### config.mk
export PLATFORM = sky130hd
export DESIGN_NAME = counter_gen2
export DESIGN_NICKNAME = d
export VERILOG_FILES = /design/src/rtl/counter_gen2_pkg.sv /design/src/rtl/counter_prescaler.sv /design/src/rtl/counter_gen2.sv
export SDC_FILE = /design/constraint.sdc
export NUM_CORES = 1
export LEC_CHECK = 0
export ABC_AREA = 1
export CAP_MARGIN = 20
export CORE_MARGIN = 5
export CORE_UTILIZATION = 40
export CTS_BUF_LIST = sky130_fd_sc_hd__clkbuf_16
export CTS_CLUSTER_DIAMETER = 50
export DETAILED_ROUTE_END_ITERATION = 12
export PLACE_DENSITY = 0.78
export SLEW_MARGIN = 20
export SYNTH_ARGS = -nofsm -noshare
export SYNTH_HDL_FRONTEND = slang
export SYNTH_SLANG_ARGS = --single-unit
export TNS_END_PERCENT = 5
### constraint.sdc
create_clock -name clk -period 2.33 [get_ports clk]
set_clock_uncertainty 0.05 [all_clocks]
set_input_delay 0.466 -clock clk [delete_from_list [all_inputs] [get_ports clk]]
set_output_delay 0.466 -clock clk [all_outputs]
set_load 0.01 [all_outputs]
### src/rtl/counter_gen2_pkg.sv
// counter_gen2_pkg
//   Shared types and constants for the counter_gen2 block.
//   - mode_e  : run-mode selection, encoded exactly as the `mode` input bits.
//   - state_e : counter control states.
//   Build option: COUNTER_GEN2_PWM_EN (used by counter_gen2) adds a pwm output.
package counter_gen2_pkg;

  // Raw encodings of the 2-bit `mode` input.
  localparam logic [1:0] MODE_ENC_WRAP    = 2'b00;
  localparam logic [1:0] MODE_ENC_SAT     = 2'b01;
  localparam logic [1:0] MODE_ENC_ONESHOT = 2'b10;
  localparam logic [1:0] MODE_ENC_RELOAD  = 2'b11;

  typedef enum logic [1:0] {
    MODE_WRAP    = MODE_ENC_WRAP,
    MODE_SAT     = MODE_ENC_SAT,
    MODE_ONESHOT = MODE_ENC_ONESHOT,
    MODE_RELOAD  = MODE_ENC_RELOAD
  } mode_e;

  typedef enum logic [1:0] {
    ST_IDLE = 2'b00,
    ST_RUN  = 2'b01,
    ST_DONE = 2'b10
  } state_e;

endpackage

### src/rtl/counter_prescaler.sv
// counter_prescaler
//   Divides enabled cycles down to a one-cycle `tick`: tick fires on every
//   (prescale+1)-th enabled cycle. Comparison is >= so that lowering
//   `prescale` below the current internal count fires a tick at once.
// Ports:
//   clk      in  clock, rising edge
//   rst      in  synchronous reset, active-high
//   en       in  count this cycle (global enable AND counter running)
//   clear    in  restart the division from zero (start/load)
//   prescale in  divide ratio minus one
//   tick     out prescaler terminal this cycle (combinational)
module counter_prescaler #(
  parameter int PRESCALE_W = 4
) (
  input  logic                  clk,
  input  logic                  rst,
  input  logic                  en,
  input  logic                  clear,
  input  logic [PRESCALE_W-1:0] prescale,
  output logic                  tick
);

  localparam logic [PRESCALE_W-1:0] PRE_ZERO = {PRESCALE_W{1'b0}};
  localparam logic [PRESCALE_W-1:0] PRE_ONE  = {{(PRESCALE_W-1){1'b0}}, 1'b1};

  logic [PRESCALE_W-1:0] presc_r;
  logic                  at_end_s;

  assign at_end_s = (presc_r >= prescale);
  assign tick     = en & ~clear & at_end_s;

  // Prescaler count register.
  always_ff @(posedge clk) begin
    if (rst) begin
      presc_r <= PRE_ZERO;
    end else if (clear) begin
      presc_r <= PRE_ZERO;
    end else if (en) begin
      if (at_end_s) begin
        presc_r <= PRE_ZERO;
      end else begin
        presc_r <= presc_r + PRE_ONE;
      end
    end else begin
      presc_r <= presc_r;
    end
  end

endmodule

### src/rtl/counter_gen2.sv
// counter_gen2
//   Prescaled up/down counter with wrap / saturate / one-shot / auto-reload
//   modes, synchronous load, terminal-count and compare-match pulses.
//   Per-cycle priority: rst > load > stop > start > tick.
//   Build option: define COUNTER_GEN2_PWM_EN to add the `pwm` output.
// Ports:
//   clk, rst        clock and synchronous active-high reset
//   en              global enable (low freezes everything but reset)
//   start, stop     enter RUN / return to IDLE
//   load, load_val  synchronous load; load_val is also the reload value
//   dir             0 = up, 1 = down
//   mode            run mode (see counter_gen2_pkg::mode_e)
//   prescale        tick every prescale+1 enabled cycles
//   cmp_val         compare value for `match`
//   count           current count (registered)
//   tc, match       one-cycle terminal-count and compare-match pulses
//   running, done   state == RUN / state == DONE
//   pwm (optional)  count < cmp_val while running
module counter_gen2
  import counter_gen2_pkg::*;
#(
  parameter int WIDTH      = 8,
  parameter int PRESCALE_W = 4
) (
  input  logic                  clk,
  input  logic                  rst,
  input  logic                  en,
  input  logic                  start,
  input  logic                  stop,
  input  logic                  load,
  input  logic [WIDTH-1:0]      load_val,
  input  logic                  dir,
  input  logic [1:0]            mode,
  input  logic [PRESCALE_W-1:0] prescale,
  input  logic [WIDTH-1:0]      cmp_val,
  output logic [WIDTH-1:0]      count,
  output logic                  tc,
  output logic                  match,
  output logic                  running,
  output logic                  done
`ifdef COUNTER_GEN2_PWM_EN
  ,
  output logic                  pwm
`endif
);

  localparam logic [WIDTH-1:0] ALL_ONES = {WIDTH{1'b1}};
  localparam logic [WIDTH-1:0] ALL_ZERO = {WIDTH{1'b0}};
  localparam logic [WIDTH-1:0] ONE      = {{(WIDTH-1){1'b0}}, 1'b1};

  state_e           state_r, next_state_s;
  logic [WIDTH-1:0] count_r, next_count_s;
  logic [WIDTH-1:0] term_s, step_s, tick_val_s;
  logic             tc_r, match_r, running_r, done_r;
  logic             tc_s, match_s;
  logic             tick_s, tick_effect_s;
  logic             start_acc_s, presc_en_s, presc_clear_s;
  mode_e            mode_s;

  assign mode_s = mode_e'(mode);

  // A start only counts when nothing of higher priority is present and we
  // are not already running.
  assign start_acc_s   = start & ~stop & ~load & (state_r != ST_RUN);
  assign presc_en_s    = en & (state_r == ST_RUN);
  assign presc_clear_s = en & (load | start_acc_s);

  counter_prescaler #(
    .PRESCALE_W (PRESCALE_W)
  ) u_prescaler (
    .clk      (clk),
    .rst      (rst),
    .en       (presc_en_s),
    .clear    (presc_clear_s),
    .prescale (prescale),
    .tick     (tick_s)
  );

  assign term_s = dir ? ALL_ZERO : ALL_ONES;
  assign step_s = dir ? (count_r - ONE) : (count_r + ONE);

  // Value a tick would produce, including the behaviour at the terminal value.
  always_comb begin
    tick_val_s    = step_s;
    tick_effect_s = 1'b1;
    if (count_r == term_s) begin
      case (mode_s)
        MODE_SAT: begin
          tick_val_s    = count_r;
          tick_effect_s = 1'b0;
        end
        MODE_RELOAD: tick_val_s = load_val;
        // Wrap, and one-shot restarted while sitting on T, both roll over.
        default:     tick_val_s = step_s;
      endcase
    end else begin
      tick_val_s = step_s;
    end
  end

  // Next-state, next-count and pulse decode in priority order.
  always_comb begin
    next_count_s = count_r;
    next_state_s = state_r;
    tc_s         = 1'b0;
    match_s      = 1'b0;
    if (!en) begin
      next_count_s = count_r;
    end else if (load) begin
      next_count_s = load_val;
      match_s      = (load_val == cmp_val);
    end else if (stop) begin
      next_state_s = ST_IDLE;
    end else if (start_acc_s) begin
      next_state_s = ST_RUN;
    end else if (tick_s && tick_effect_s) begin
      next_count_s = tick_val_s;
      tc_s         = (tick_val_s == term_s);
      match_s      = (tick_val_s == cmp_val);
      if ((mode_s == MODE_ONESHOT) && (tick_val_s == term_s)) begin
        next_state_s = ST_DONE;
      end else begin
        next_state_s = state_r;
      end
    end else begin
      next_count_s = count_r;
    end
  end

  // State and output registers.
  always_ff @(posedge clk) begin
    if (rst) begin
      state_r   <= ST_IDLE;
      count_r   <= ALL_ZERO;
      tc_r      <= 1'b0;
      match_r   <= 1'b0;
      running_r <= 1'b0;
      done_r    <= 1'b0;
    end else begin
      state_r   <= next_state_s;
      count_r   <= next_count_s;
      tc_r      <= tc_s;
      match_r   <= match_s;
      running_r <= (next_state_s == ST_RUN);
      done_r    <= (next_state_s == ST_DONE);
    end
  end

  assign count   = count_r;
  assign tc      = tc_r;
  assign match   = match_r;
  assign running = running_r;
  assign done    = done_r;

`ifdef COUNTER_GEN2_PWM_EN
  logic pwm_r;

  // PWM compare, aligned with the count value it is registered alongside.
  always_ff @(posedge clk) begin
    if (rst) begin
      pwm_r <= 1'b0;
    end else begin
      pwm_r <= (next_state_s == ST_RUN) && (next_count_s < cmp_val);
    end
  end

  assign pwm = pwm_r;
`endif

endmodule

[Word-level counts from Yosys, hierarchy flattened]
Index checks and enable logic that the tools add are counted.
Storage, ports and cells
  register bits: 18
  bits in latches: 0
  memory bits (writable): 0
  memory bits (read-only): 0
  input port bits: 29
  output and inout port bits: 12
  memories: 0
Cells by class
  $add $sub $neg: 3
  multiply operators: 0
  div/mod/pow operators: 0
  order comparisons: 1
  eq/ne operators: 13
  shift-type cells: 0
  multiplexer cells: 21
  bitwise operators: 13
  reductions and logical operators: 7
Operators by type and width (count)
  two-way mux 8 bit: 7
  == test 8 bit: 4
  case mux 8 bit (2 select lines): 1
  two-way mux 2 bit: 6
  adder 8 x 1 -> 8 bit (second input constant): 1
  subtractor 8 x 1 -> 8 bit (second input constant): 1
  AND 1 bit: 7
  == test 2 x 1 -> 1 bit (second input constant): 3
  == test 2 bit (second input constant): 3
  two-way mux 1 bit: 6
  OR reduction 6 bit: 1
  NOT 1 bit: 5
  adder 4 x 1 -> 4 bit (second input constant): 1
  greater-or-equal comparator 4 bit: 1
  two-way mux 4 bit: 1
  inequality test 2 x 1 -> 1 bit (second input constant): 2
  AND reduction 4 bit: 1
  OR reduction 2 bit: 2
  logical AND 1 bit: 2
  inequality test 2 bit (second input constant): 1
  nonzero test 2 bit: 1
  bitwise OR 1 bit: 1

[Logic depth before layout (Yosys ltp)]
Gate-level depths: netlist (run 1).
  depth after elaboration: 16
  mapped depth: 22
  mapped depth without buffers: 21

[Modules after synthesis]
A second synthesis (run 1) with hierarchy kept.
Unflattened totals
  cells, all modules: 336
  area, all modules: 2006.9 um2
Modules (own cells, without submodules)
  counter_gen2: times used 1, cells each 297, area an instance 1717.9 um2, seq. area each 280.3 um2
  counter_prescaler: times used 1, cells each 39, area an instance 289.0 um2, seq. area each 80.1 um2

[Least setup slack after synthesis (run 1)]
Ideal clock, no wire load.
  kind: input -> register
  start: input port dir
  end: register running_r, in the netlist running
  setup time: 0.109 ns
  arrival time: 2.138 ns
  path slack: 0.033 ns
  stages: 21
  buffers on the path: 1
  cell sequence: buf_6 > inv_4 > fa_1 > inv_1 > nand2_1 > nand3b_1 > nand2_1 > nand2_1 > nand3_2 > nor2_1 > nand2_1 > nor2_1 > nand2_1 > nand2_1 > nand2_1 > nand2_1 > nand2_1 > nand2_2 > nand2_2 > nand2_1 > nor2_1
On the way
  longest elaborated chain between the ends: 12
Ends and longest elaborated chain
  from (decl): line counter_gen2.sv:32  | input logic dir,
  two-way mux 8 bit, on equally long branches: line counter_gen2.sv:79, counter_gen2.sv:80
  == test 8 bit / case mux 8 bit (2 select lines) (equally long branches): line counter_gen2.sv:86, counter_gen2.sv:87
  two-way mux 8 bit: line counter_gen2.sv:86  | if (count_r == term_s) begin
  == test 8 bit: line counter_gen2.sv:120  | if ((mode_s == MODE_ONESHOT) && (tick_val_s == term_s)) begin
  logical AND 1 bit: line counter_gen2.sv:120
  two-way mux 2 bit: line counter_gen2.sv:120
  two-way mux 2 bit (*): line counter_gen2.sv:116  | end else if (tick_s && tick_effect_s) begin
  two-way mux 2 bit (*): line counter_gen2.sv:114  | end else if (start_acc_s) begin
  two-way mux 2 bit (*): line counter_gen2.sv:112  | end else if (stop) begin
  two-way mux 2 bit (*): line counter_gen2.sv:109  | end else if (load) begin
  two-way mux 2 bit (*): line counter_gen2.sv:107  | if (!en) begin
  == test 2 x 1 -> 1 bit (*): line counter_gen2.sv:144  | running_r <= (next_state_s == ST_RUN);
  to (signal assigned): line counter_gen2.sv:144
  to (decl): line counter_gen2.sv:54  | logic tc_r, match_r, running_r, done_r;
Every way passes the cells marked *; elsewhere a longest branch is shown, timed or not.
A chain may end at the register's enable or synchronous reset.

[Final worst setup path (run 1)]
Same ends and word-level chain as after synthesis.

==> impl_summary.txt, run 1 <==
----------------------------------------------------
[Min path]
  Source of the worst hold timing path ... u_prescaler.presc_r[3]$_SDFFE_PP0P_
  End point of the most critical hold path ... u_prescaler.presc_r[3]$_SDFFE_PP0P_
  Worst hold-check path type ... flip-flop to flip-flop
  Worst hold path stage count ... 2

[STA]
  Max-slew violation total from the final report ... 0
  Final WS setup ... -107 ps
  Worst-Margin Slew ... 427 ps
  Final cycle utilization of the critical path ... 1.05
  Normalized max-slew margin ... 0.715
  Clock period minus worst slack ... 2440 ps
  Final Hold Viols ... 0
  Unrepaired setup endpoints after global routing ... true
  Final setup violation count ... 6
  Achievable clock frequency ... 410 MHz
  Setup total negative slack ... -271 ps

[Floorplanning]
  Standard cell core area ... 4720 um^2
  Initial cell density of the core ... 0.412
  Die area ... 6360 um^2
  Die X-Extent ... 79.7 um
  Die Span Y ... 79.7 um
  Number of I/O pins ... 41
  Std cell rows ... 25

[Run]
  Total of max-cap violations ... 0

[GRT]
  Number of global-route vias before repair ... 2550
  Largest net degree at the start of global routing ... 17
  Number of antenna violations at the first check in global routing ... 0
  Leftover overflow at the end of global routing ... 0
  Wire length of the first global-routing pass ... 11300 um
  All-layer global routing usage ... 0.227

[Placed design]
  Sum of net half-perimeters after detailed placement ... 5190 um
  Input/output buffers ... 40
  Routability congestion estimate ... 0.896
  Post-place setup slack ... -819 ps

[Setup path]
  Number of cells on the worst reg-to-reg path ... 20
  Cell family with most CP delay ... simple AND/OR/NAND/NOR gates
  Critical Path End Type ... flip-flop
  Required time reported for the critical path endpoint ... 2420 ps
  Cell breakdown of the critical path ... buf_6 -> buf_6 -> ha_4 -> buf_6 -> a21o_4 -> a21oi_4 -> nand2_1 -> nand2_1 -> nand2_1 -> nand2_1 -> nand2_2 -> buf_4 -> nor2_2 -> nand2_1 -> nand2_2 -> nand2_2 -> nand2_1 -> nand2_1 -> nand2_2 -> nand2_2 -> nand2_1 -> nor2_1
  Class of the most critical setup path ... input pin to flip-flop
  WP buf/inv ... 4
  Crit Reg-Reg Startpoint ... count[6]$_SDFFE_PP0P_
  Most frequent CP cell ... nand2_1
  Worst Setup Start Kind ... input pin
  CP peak stage delay ... 220 ps
  WP data arrival ... 2530 ps
  Maximum fanout along the worst path ... 4
  Setup slack of the worst register-to-register path ... -70 ps
  Capturing point of the worst reg2reg path ... running$_SDFF_PP0_
  Critical-path cell with the highest stage delay ... ha_4

[Synthesis]
  Net count after synthesis ... 370
  Synth Area in XOR/XNOR ... 0.0450
  Synthesis warning total ... 0
  Async S/R FF share, synth ... 0
  Synth Area in Adders ... 0.0811
  Number of instances in the synthesized netlist ... 329
  Total of flip-flops plus latches after synthesis ... 18
  Multiplexer share of the synthesized area ... 0.00515
  Area share of and/or/nand/nor cells after synthesis ... 0.430
  Share of the yosys chip area belonging to registers ... 0.185
  Post-synthesis average cell area ... 5.91 um^2
  Post-synth EDFFs ... 0
  Combinational family with the most area after synthesis ... simple AND/OR/NAND/NOR gates
  Leading register cell type out of synthesis ... dfxtp_1
  Compound-cell area share of the yosys netlist ... 0.124
  Post-Synthesis Cell Area ... 1940 um^2
  Count of different cell masters after synthesis ... 35

[Detailed routing]
  Count of nets left with antenna violations after detail routing ... 0
  Iteration count of the initial detailed-routing pass ... 5
  Total DRC errors in the routed layout ... 0
  Detailed-route via count ... 2664
  Total routed wirelength ... 7480 um
  Detailed-route wire length per cell ... 14.9 um
  Drt via density ... 5.32
  First-iteration detailed-routing DRC count ... 252

[Clock network]
  Deepest clock path buffer count ... 2
  Clock Latency Late Sink ... 250 ps
  Clock-pin slew on the worst setup and hold paths ... 60 ps
  Number of H-tree levels ... 1
  CTS Hold Buffers Added ... 0
  Root cell of the clock tree ... clkbuf_16
  CTS Sinks ... 18
  Cts bufs inserted ... 3
  CTS tree ... done

[Power]
  Pwr per Cell Area ... 404 nW/um^2
  Largest vdd supply drop ... 0.264 mV
  Leakage power of the design ... 1.59 nW

[Finish]
  Number of fill cells in the layout ... 330
  Commonest non-fill, non-tap cell in the layout ... nand2_1
  Most frequent cells in the layout ... nand2_1 (85), buf_4 (58), inv_1 (39), clkdlybuf4s50_1 (36), nand2_2 (22)
  Antenna fix cells ... 0
  Net count reported at finish ... 476
  Area growth from synthesis to layout ... 72.2%
  Fraction of final layout cells sized beyond drive strength 1 ... 0.357

[Status]
  Outcome ... finished, violations left
  Violated checks ... setup timing

----------------------------------------------------
[metrics by stage]
| stage | instance area, um^2 | power [mW] | cells | hold slack, ps | util |
|---|---|---|---|---|---|
| 2_1_floorplan | 1940 | 0.591 | 329 | 406 | - |
| 3_3_place_gp | 2800 | 0.832 | 485 | 418 | 0.593 |
| 3_5_place_dp | 2800 | 0.842 | 485 | 437 | 0.593 |
| 4_1_cts | 3150 | 1.28 | 496 | 447 | 0.667 |
| 5_1_grt | 3350 | 1.41 | 501 | 519 | 0.709 |
| 6_report | 3350 | 1.35 | 501 | 483 | 0.709 |
[tightest hold or removal path, stage by stage (launching register included)]
cell,delay [ps]
dfxtp_1,350
nand2_1,80
a21oi_1,60
[state kept, by name, indices dropped and copies added, names as in the netlist]
| signal | cells |
|---|---|
| count | 8 |
| u_prescaler.presc_r | 4 |
| done | 1 |
| state_r | 2 |
| match | 1 |
| tc | 1 |
| running | 1 |
[Yosys cell counts, types with 2 or more instances]
cell type	number	share of area
o211ai_1	3	0.012
nand2_2	6	0.019
dfxtp_1	18	0.19
a31oi_1	3	0.0097
buf_6	4	0.023
nand3_1	26	0.067
nor2_1	27	0.052
nand2_1	105	0.20
o21ai_0	14	0.036
nor2_2	2	0.0064
buf_2	2	0.0051
ha_1	11	0.071
inv_1	49	0.095
nor3b_1	2	0.0077
a21oi_1	13	0.033
xor2_1	10	0.045
o22ai_1	3	0.0097
nand3_2	4	0.021
or2_2	4	0.013
nor4_1	2	0.0064
nand4_1	6	0.019
o21ai_1	2	0.0051
[worst max path at each step]
| stage | start | end | slack (ps) | cells after the start |
|---|---|---|---|---|
| after floorplan | dir | running$_SDFF_PP0_ | 30 | 21 |
| after global placement | dir | running$_SDFF_PP0_ | -770 | 22 |
| after detailed placement | dir | running$_SDFF_PP0_ | -820 | 22 |
| after CTS | dir | running$_SDFF_PP0_ | -40 | 22 |
| after global routing | dir | running$_SDFF_PP0_ | -250 | 22 |
| final | dir | running$_SDFF_PP0_ | -110 | 22 |
[what timing repair did]
item                       in CTS  in global routing
setup endpoints to repair      14                 14
setup buffers                   7                  5
gates resized for setup        49                 45
hold endpoints to repair        0                  0
pin swaps                      23                 27
[cell type report]
class	count	area, um^2	area share
multi-input cells	253	1660	0.496
repair buffers	108	970	0.290
flip-flops and latches	18	360	0.108
inverters	51	194	0.0579
well taps	67	83.8	0.0250
clock buffers	3	75.1	0.0224
clock inverters	1	3.75	0.00112
[metal layers]
metal / vias to the layer above / track usage / share of wire / wire, um
met2: 152 / 0.407 / 0.49 / 3630
met3: 23 / 0.0226 / 0.079 / 588
met5: - / 0 / 0 / 0
li1: 1269 / - / - / -
met4: 0 / 0.0842 / 0.028 / 212
met1: 1220 / 0.277 / 0.41 / 3050
[power by group]
| group | switching (mW) | internal, mW | leakage, nW | total [mW] |
|---|---|---|---|---|
| clock network | 0.134 | 0.229 | 0.0385 | 0.362 |
| registers | 0.0135 | 0.319 | 0.147 | 0.332 |
| logic | 0.336 | 0.323 | 1.40 | 0.659 |
| total | 0.483 | 0.870 | 1.59 | 1.35 |
[cell families after synthesis]
family          Yosys count
mux                       1
compound gates           42
fa+ha+maj                12
xor+xnor                 10
buf+inv                  58
flops                    18
simple gates            188
(Power assumes the default switching activity.)
==> run 2, diff against run 1 <==
--- a/config.mk
+++ b/config.mk
@@ -12,6 +12,7 @@
 export CTS_BUF_LIST = sky130_fd_sc_hd__clkbuf_16
 export CTS_CLUSTER_DIAMETER = 50
 export DETAILED_ROUTE_END_ITERATION = 12
+export GPL_TIMING_DRIVEN = 0
 export PLACE_DENSITY = 0.78
 export SLEW_MARGIN = 20
 export SYNTH_ARGS = -nofsm -noshare
==> run 2 against run 1 <==
Net effect:
- highest routed layer unchanged
- sequential power is essentially flat
- the run still ends with setup timing left
- clock power shrank 5%
- worst setup slack lost 12 ps
==> impl_summary.txt, run 2 (synthesis gave the netlist of run 1 again) <==
----------------------------------------------------
[Setup path]
  Class of the most critical setup path ... input pin to flip-flop
  WP buf/inv ... 5
  Most frequent CP cell ... nand2_2
  Required time reported for the critical path endpoint ... 2420 ps
  Maximum fanout along the worst path ... 7
  CP peak stage delay ... 420 ps
  Cell breakdown of the critical path ... buf_12 -> buf_6 -> buf_4 -> o21ai_0 -> nor2_4 -> nand3_4 -> inv_2 -> buf_4 -> nor2_1 -> nor2_1 -> nor2_2 -> nand2_1 -> nand2_2 -> nand2_2 -> nand2_1 -> nand2_1 -> nand2_2 -> nand2_2 -> nand2_2 -> nor2_2
  WP data arrival ... 2540 ps
  Cell family with most CP delay ... simple AND/OR/NAND/NOR gates
  Worst Setup Start Kind ... input pin
  Critical-path cell with the highest stage delay ... o21ai_0
  Critical Path End Type ... flip-flop

[Clock network]
  CTS tree ... done
  Root cell of the clock tree ... clkbuf_16
  CTS Hold Buffers Added ... 0
  Cts bufs inserted ... 3
  Deepest clock path buffer count ... 2
  Clock-pin slew on the worst setup and hold paths ... 60 ps
  Number of H-tree levels ... 1
  CTS Sinks ... 18
  Clock Latency Late Sink ... 250 ps

[Detailed routing]
  Total DRC errors in the routed layout ... 0
  First-iteration detailed-routing DRC count ... 243
  Detailed-route via count ... 2434
  Drt via density ... 5.22
  Count of nets left with antenna violations after detail routing ... 0
  Total routed wirelength ... 6730 um
  Iteration count of the initial detailed-routing pass ... 5
  Detailed-route wire length per cell ... 14.4 um

[GRT]
  Number of global-route vias before repair ... 2214
  All-layer global routing usage ... 0.204
  Leftover overflow at the end of global routing ... 0
  Number of antenna violations at the first check in global routing ... 0
  Largest net degree at the start of global routing ... 11
  Wire length of the first global-routing pass ... 10400 um

[Power]
  Pwr per Cell Area ... 408 nW/um^2
  Final Total Pwr ... 1.21 mW
  Leakage power of the design ... 1.37 nW
  Largest vdd supply drop ... 0.486 mV

[Status]
  Outcome ... finished, violations left
  Violated checks ... setup timing

[Finish]
  Most frequent cells in the layout ... nand2_1 (92), inv_1 (41), clkdlybuf4s50_1 (37), buf_4 (22), nand3_1 (21)
  Largest register FFs ... 8
  Number of fill cells in the layout ... 424
  Area occupied by registers ... 382 um^2
  Area growth from synthesis to layout ... 52.9%
  Commonest non-fill, non-tap cell in the layout ... nand2_1
  Fraction of final layout cells sized beyond drive strength 1 ... 0.276
  Net count reported at finish ... 441
  Area used by multi-input combinational logic ... 1560 um^2
  Antenna fix cells ... 0

[Placed design]
  Routability congestion estimate ... 0.991
  Input/output buffers ... 40
  Sum of net half-perimeters after detailed placement ... 4640 um

[STA]
  Final WS setup ... -120 ps
  Setup total negative slack ... -227 ps
  Worst-Margin Slew ... 500 ps
  Achievable clock frequency ... 408 MHz
  Normalized max-slew margin ... 0.663
  Final cycle utilization of the critical path ... 1.05
  Final Hold Viols ... 0
  Max-slew violation total from the final report ... 0
  Clock period minus worst slack ... 2450 ps
  Unrepaired setup endpoints after global routing ... true
  Final setup violation count ... 6

[Floorplanning]
  Die X-Extent ... 79.7 um
  Standard cell core area ... 4720 um^2
  Std cell rows ... 25
  Number of I/O pins ... 41
  Die Span Y ... 79.7 um
  Die area ... 6360 um^2
  Initial cell density of the core ... 0.412

[Run]
  Total of max-cap violations ... 0

[Min path]
  Worst hold-check path type ... flip-flop to flip-flop

----------------------------------------------------
-- run 2: final cells by class --
type | instances | share of cell area
plain buffers | 7 | 0.0219
repair buffers | 66 | 0.206
flip-flops and latches | 18 | 0.128
multi-input cells | 253 | 0.524
well taps | 67 | 0.0282
clock inverters | 1 | 0.00126
clock buffers | 3 | 0.0253
inverters | 51 | 0.0652
-- run 2: path summary, 6_finish.rpt --
check                           cells after the start  slack, ps                           startpoint                                  end
worst max register to register                     19       -110                count[0]$_SDFFE_PP0P_                   running$_SDFF_PP0_
worst max-delay path                               20       -120                                  dir                   running$_SDFF_PP0_
worst min-delay path                                2        430  u_prescaler.presc_r[3]$_SDFFE_PP0P_  u_prescaler.presc_r[3]$_SDFFE_PP0P_
worst min register to register                      2        430  u_prescaler.presc_r[3]$_SDFFE_PP0P_  u_prescaler.presc_r[3]$_SDFFE_PP0P_
-- run 2: metal layers --
metal / track usage / routed length (um) / vias to the layer above
met5: 0 / 0 / -
met3: 0.0463 / 628 / 14
met1: 0.278 / 2850 / 1093
met2: 0.327 / 3140 / 133
met4: 0.0447 / 112 / 0
li1: - / - / 1194
-- run 2: per-stage QoR --
stage / util / hold slack [ps] / worst slack, ps / instances / instance area [um^2]
2_1_floorplan: - / 406 / 33.0 / 329 / 1940
3_3_place_gp: 0.514 / 425 / -955 / 436 / 2430
3_5_place_dp: 0.514 / 429 / -1010 / 436 / 2430
4_1_cts: 0.597 / 436 / -6.24 / 459 / 2820
5_1_grt: 0.629 / 466 / -302 / 466 / 2970
6_report: 0.629 / 431 / -120 / 466 / 2970
-- run 2: what timing repair did --
item                                    4_1_cts  5_1_grt
buffers inserted                             17        7
endpoints found under the setup margin       14       14
gates cloned                                  2        0
resized for setup                            53       28
pin swaps                                    19       26
-- run 2: report_power, final --
group          switching, mW  leakage, nW  internal (mW)
clock                  0.116       0.0385          0.228
combinational          0.291         1.18          0.244
sequential            0.0161        0.151          0.319
total                  0.422         1.37          0.791
-- run 2: tightest hold or removal path, stage by stage (launching register included) --
cell and delay (ps):
dfxtp_1 320, nand2_1 60, a21oi_1 50
